`config.mk`:
```
export PLATFORM = sky130hd
export DESIGN_NAME = shift_add_multiplier
export DESIGN_NICKNAME = d
export VERILOG_FILES = /design/src/rtl/shift_add_multiplier.sv
export SDC_FILE = /design/constraint.sdc
export NUM_CORES = 1
export LEC_CHECK = 0
export CAP_MARGIN = 20
export CORE_UTILIZATION = 25
export CTS_BUF_LIST = sky130_fd_sc_hd__clkbuf_8
export DETAILED_ROUTE_END_ITERATION = 7
export GPL_TIMING_DRIVEN = 1
export PLACE_DENSITY = 0.43
export SYNTH_ARGS = -nofsm -noshare
export SYNTH_HDL_FRONTEND = slang
export SYNTH_SLANG_ARGS = --single-unit
```
`constraint.sdc`:
```
create_clock -name clk -period 5.3 [get_ports clk]
set_input_delay 1.59 -clock clk [delete_from_list [all_inputs] [get_ports clk]]
set_output_delay 1.59 -clock clk [all_outputs]
set_load 0.005 [all_outputs]
```
`src/rtl/shift_add_multiplier.sv`:
```
// Sequential radix-2 shift-add multiply-accumulate: product = A*B (+ C), one multiplier bit per edge.
// Define SHIFT_ADD_ACC_EN to add the C port and accumulate it; otherwise product = A*B.
module shift_add_multiplier #(
  parameter int N = 8
) (
  input  logic           clk,
  input  logic           rst,
  input  logic           start,
  input  logic [N-1:0]   A,
  input  logic [N-1:0]   B,
`ifdef SHIFT_ADD_ACC_EN
  input  logic [N-1:0]   C,
`endif
  output logic [2*N-1:0] product,
  output logic           busy,
  output logic           valid
);

  localparam int CW = (N > 1) ? $clog2(N) : 1;
  localparam logic [CW-1:0] LAST = CW'(N - 1);

  typedef enum logic {IDLE, RUN} state_t;

  state_t         state_q;
  logic [CW-1:0]  count_q;
  logic [N-1:0]   mcand_q;
  logic [2*N:0]   acc_q;
  logic [2*N:0]   acc_d;
  logic [2*N:0]   acc_load;
  logic [N:0]     upper_sum;
  logic [2*N-1:0] product_q;
  logic           valid_q;

  // The addend sits in the upper half so the N right shifts bring it down to weight 2^0.
`ifdef SHIFT_ADD_ACC_EN
  assign acc_load = {1'b0, C, B};
`else
  assign acc_load = {1'b0, {N{1'b0}}, B};
`endif

  always_comb begin
    upper_sum = acc_q[2*N:N];
    if (acc_q[0]) begin
      upper_sum = {1'b0, acc_q[2*N-1:N]} + {1'b0, mcand_q};
    end
    acc_d = {upper_sum, acc_q[N-1:0]} >> 1;
  end

  always_ff @(posedge clk or negedge rst) begin
    if (!rst) begin
      state_q   <= IDLE;
      count_q   <= '0;
      mcand_q   <= '0;
      acc_q     <= '0;
      product_q <= '0;
      valid_q   <= 1'b0;
    end else begin
      valid_q <= 1'b0;
      case (state_q)
        IDLE: begin
          if (start) begin
            mcand_q <= A;
            acc_q   <= acc_load;
            count_q <= '0;
            state_q <= RUN;
          end
        end
        RUN: begin
          acc_q <= acc_d;
          if (count_q == LAST) begin
            // Counter returns to 0 instead of incrementing past N-1.
            count_q   <= '0;
            product_q <= acc_d[2*N-1:0];
            valid_q   <= 1'b1;
            state_q   <= IDLE;
          end else begin
            count_q <= count_q + CW'(1);
          end
        end
        default: state_q <= IDLE;
      endcase
    end
  end

  assign busy    = (state_q == RUN);
  assign product = product_q;
  assign valid   = valid_q;

endmodule

```
---- After elaboration in Yosys (flattened, before gate mapping) ----
Cells that the tools add are included.
word-level totals
  flip-flop bits (word level) ............. 46
  input bits .............................. 19
  output and inout port bits .............. 18
  logic and storage cells ................. 24
operators by class
  add/sub/neg operators ................... 2
  eq/ne operators ......................... 2
  multiplexer cells ....................... 11
  bitwise operators ....................... 1
  reductions and logical operators ........ 2
operator list
  cell                                         count
  case mux 17 bit (2 select lines)             1
  two-way mux 17 bit                           1
  adder 8 x 8 -> 9 bit                         1
  two-way mux 9 bit                            1
  two-way mux 3 bit                            2
  case mux 3 bit (2 select lines)              1
  two-way mux 1 bit                            4
  AND reduction 2 bit                          2
  adder 3 x 1 -> 3 bit, second input constant  1
  == test 3 bit, second input constant         1
  != test 2 bit, second input constant         1
  case mux 1 bit (2 select lines)              1
  inverter 1 bit                               1

---- Longest topological paths before layout ----
  depth after elaboration ................. 3
  depth in mapped cells ................... 7
  gate-level depth less buffers ........... 7

---- Least setup slack after synthesis ----
OpenSTA, ideal clock, no wires.
  path type ............................... input-to-reg
  start ................................... input start
  end ..................................... register mcand_q[0]
  setup time .............................. 125 ps
  arrival ................................. 2256 ps
  required time ........................... 5175 ps
  path slack .............................. 2919 ps
  stages .................................. 3
  path buffers ............................ 0
  cell sequence ........................... inv_1 > nor2_2 > mux2_2
between the ends
  word-level cells in the longest chain between the ends .. 1
ends and longest elaborated chain
  element                               RTL line  text
  start, declared                       8         input logic start,
  AND reduction 2 bit (no source line)  -
  end signal, assigned                  53        mcand_q <= '0;
  end signal, assigned                  62        mcand_q <= A;
  end, declared                         26        logic [N-1:0] mcand_q;
Every way passes these cells.
A chain may end at the register's enable or synchronous reset.

---- Final worst setup path ----
  start ................................... register state_q, in the netlist busy
  end ..................................... output busy
RTL lines
  element                 RTL line  text
  start, declared         24        state_t state_q;
  start signal, assigned  51        state_q <= IDLE;
  start signal, assigned  65        state_q <= RUN;
  start signal, assigned  75        state_q <= IDLE;
  end, declared           15        output logic busy,
No word-level cell between the ends.

==> reports/summary.md <==
## Outcome
- **result of the run** finished clean

## Timing
- **actual transition at the worst max-transition pin** 833.9 ps
- **relative slew slack** 44.41%
- **min setup slack post-route** 1877 ps
- **portion of the clock cycle consumed by the worst path in the final layout** 64.58%
- **final number of hold-violating endpoints** 0
- **timing-limited maximum frequency** 292.2 MHz
- **minimum clock period** 3423 ps
- **total negative slack** 0 ps
- **setup-violating endpoint count in the final report** 0
- **unrepaired setup endpoints after global routing** false
- **max-slew violations** 0
- **Setup Skew** 8.086 ps

## Setup path
- **CP bufs+invs** 1
- **category of the critical setup timing path** reg -> out
- **critical-path maximum fanout** 29
- **arrival time at the worst endpoint** 1830 ps
- **required time of the critical path** 3710 ps
- **kind of capture point of the worst setup path** output pin
- **cells along the critical path** clkdlybuf4s50_1
- **delay of the slowest cell on the worst path** 900 ps
- **type of origin of the critical path** register
- **CP top delay family** flip-flops
- **slowest stage cell, crit path** sky130_fd_sc_hd__dfrtp_1

## Layout
- **Antenna Cells** 0
- **area of combinational cells with multiple inputs** 954.7 sq um
- **fill cell count** 850
- **share of final-layout standard cells stronger than drive strength 1** 15.18%
- **relative area change from synthesis to final layout** 28.72%
- **sequential cell area** 1126 sq um
- **Post-layout nets** 253

## Synth
- **largest area contributor in the synthesized netlist** sky130_fd_sc_hd__dfrtp_1
- **post-synth top area share** 52.97%
- **sequential element share of the synthesized area** 52.97%
- **Synth Cell Area** 2126 sq um
- **number of instances in the synthesized netlist** 186
- **post-synth net total** 216
- **synthesized flop and latch total** 45
- **number of synthesis warnings** 0
- **number of distinct standard cells referenced by the synthesized netlist** 30
- **biggest area contributors in the synthesized netlist** sky130_fd_sc_hd__dfrtp_1 (53%), sky130_fd_sc_hd__mux2_2 (9.5%), sky130_fd_sc_hd__ha_1 (5.9%)
- **post-synthesis area per instance** 11.43 sq um

## Route
- **post-detailed-route DRC marker count** 0
- **Post-DRT Antenna Nets** 0
- **first-iteration detailed-routing DRC count** 33
- **wire length per cell** 13.63 microns
- **vias after detailed routing** 1,466
- **Pre-antenna DRT Iters** 4
- **final routed wirelength across all metal layers** 4.484 mm
- **Via-to-Cell Ratio** 4.456

## Floorplanning
- **Die H** 94.21 microns
- **Initial Util** 25.87%
- **standard-cell row count** 33
- **core box area** 8217 sq um
- **total die area** 8876 sq um
- **DIE WIDTH** 94.21 microns
- **Ports** 37

## Pwr
- **leakage** 1.231 nW
- **P per Cell Area** 614.3 nW/um^2
- **worst IR drop on VDD** 176.4 uV

## Clock network
- **clock latency of the later-clocked register in the worst-skew pair** 290 ps
- **Clk pin slew, worst setup/hold paths** 90 ps
- **root buffer selected by CTS** sky130_fd_sc_hd__clkbuf_8
- **largest buffer count on any clock path** 2
- **CTS sink cnt** 45
- **Setup Fix Bufs, Post-CTS** 0
- **hold bufs inserted after CTS** 0
- **post-CTS resize count** 0
- **CTS tree** built
- **total CTS buffers** 5
- **CTS H-Tree Depth** 2

## Global routing
- **wire length of the first global-routing pass** 7.679 mm
- **GRT Overall Usage** 11.29%
- **antenna violations before repair** 0
- **via count of the first global-routing pass** 1,517
- **total gr overflow** 0
- **pin count of the biggest net entering global routing** 46

## Run
- **count of maximum capacitance violations** 0

## Placed design
- **Routability Congestion** 0.6853
- **number of buffer cells added on primary ports** 36
- **post-placement worst setup slack** 1614 ps
- **DPL Wire Length** 3.138 mm

## Worst hold path
- **classification of the worst-slack hold path** reg -> reg

==> flip-flops by register name, indices dropped and copies added (netlist names) <==
| register | cells |
|---|---|
| acc_q | 16 |
| busy | 1 |
| count_q | 3 |
| mcand_q | 8 |
| product | 16 |
| valid | 1 |
==> logic make-up (layout without fill, tap and decap cells) <==
family / Yosys count / after routing / synth area share [%]
xor+xnor: 4 / 4 / 1.648
compound gates: 45 / 45 / 12.36
mux: 30 / 30 / 15.66
fa+ha+maj: 11 / 11 / 6.828
simple gates: 40 / 40 / 8.417
flops: 45 / 45 / 52.97
buf+inv: 11 / 49 / 2.118
==> stage by stage <==
stage | hold WS, ps | area (sq um) | total power [W] | utilization, % | instances
final | 480.9 | 2736 | 0.001681 | 33.30 | 329
after global routing | 522.2 | 2736 | 0.001848 | 33.30 | 329
after CTS | 490.5 | 2716 | 0.001710 | 33.06 | 328
after detailed placement | 469.4 | 2582 | 0.001395 | 31.43 | 320
after global placement | 464.9 | 2582 | 0.001392 | 31.43 | 320
after floorplan | 453.8 | 2126 | 0.001111 | - | 186
==> layout make-up <==
class | instances | area share [%]
Clock inverter | 3 | 2.378
Tap cell | 105 | 4.801
Timing Repair Buffer | 37 | 13.72
Clock buffer | 5 | 2.515
Multi-Input combinational cell | 130 | 34.89
Inverter | 4 | 0.5487
Sequential cell | 45 | 41.15
==> worst register-to-register path: cells and delay by family, from the launching register on <==
family	cells	cell delay, ps
simple gates	1	700
buf+inv	1	300
flops	1	900
mux	1	350
==> cell usage in the layout (no fill, tap or decap), drive strengths merged, types with 2 or more instances in the layout <==
| master | instances |
|---|---|
| dfrtp | 45 |
| clkdlybuf4s50 | 35 |
| nand2 | 26 |
| o21ai | 25 |
| mux2 | 20 |
| mux2i | 10 |
| ha | 10 |
| a21oi | 9 |
| clkbuf | 5 |
| inv | 4 |
| a21o | 4 |
| nor2b | 3 |
| and3 | 3 |
| xnor2 | 3 |
| nor2 | 3 |
| nand2b | 2 |
| a211oi | 2 |
| or3 | 2 |
| a31oi | 2 |
| bufinv | 2 |
| buf | 2 |
==> cells in the mapped netlist <==
master and count:
sky130_fd_sc_hd__a221oi_2 1, sky130_fd_sc_hd__buf_2 3, sky130_fd_sc_hd__buf_1 1, sky130_fd_sc_hd__a21oi_1 8
sky130_fd_sc_hd__nand3_1 1, sky130_fd_sc_hd__or3_1 2, sky130_fd_sc_hd__a21o_1 3, sky130_fd_sc_hd__xnor2_1 3
sky130_fd_sc_hd__a21o_2 1, sky130_fd_sc_hd__a22o_1 1, sky130_fd_sc_hd__a211oi_1 2, sky130_fd_sc_hd__xor2_1 1
sky130_fd_sc_hd__ha_1 10, sky130_fd_sc_hd__and3_1 3, sky130_fd_sc_hd__nand2_1 26, sky130_fd_sc_hd__inv_1 4
sky130_fd_sc_hd__o21ai_0 25, sky130_fd_sc_hd__mux2_2 18, sky130_fd_sc_hd__dfrtp_1 45, sky130_fd_sc_hd__clkbuf_1 3
sky130_fd_sc_hd__mux2_4 2, sky130_fd_sc_hd__fa_1 1, sky130_fd_sc_hd__mux2i_1 10, sky130_fd_sc_hd__a31oi_1 2
sky130_fd_sc_hd__o22ai_1 1, sky130_fd_sc_hd__a21oi_2 1, sky130_fd_sc_hd__nor2b_1 3, sky130_fd_sc_hd__nor2_1 2
sky130_fd_sc_hd__nand2b_1 2, sky130_fd_sc_hd__nor2_2 1
==> power by group <==
part	leakage, nW	switching (W)	internal (W)
registers	0.549	0.000141	0.000508
logic	0.614	0.000316	0.000411
clock network	0.0681	0.000117	0.000187
total	1.23	0.000575	0.00111
==> worst paths after layout <==
path / from / endpoint / slack [ps] / cells past startpoint
min reg2reg: product[13]$_DFFE_PN0P_ / product[13]$_DFFE_PN0P_ / 480 / 2
max in group asynchronous: rst / mcand_q[2]$_DFFE_PN0P_ / 3720 / 2
max reg2reg: busy$_DFF_PN0_ / product[15]$_DFFE_PN0P_ / 2940 / 3
min in group asynchronous: rst / acc_q[6]$_DFFE_PN0P_ / 1120 / 1
max: busy$_DFF_PN0_ / busy / 1880 / 1
min: product[13]$_DFFE_PN0P_ / product[13]$_DFFE_PN0P_ / 480 / 2
==> layer usage <==
layer  up-vias  share of wire, %  track usage, %
met5         -                 0               0
met1       711                51           16.04
li1        726                 -               -
met3         2               4.5           3.317
met2        27                44           16.49
met4         0              0.49           3.077
No activity file was read; power rests on OpenSTA's default activity.
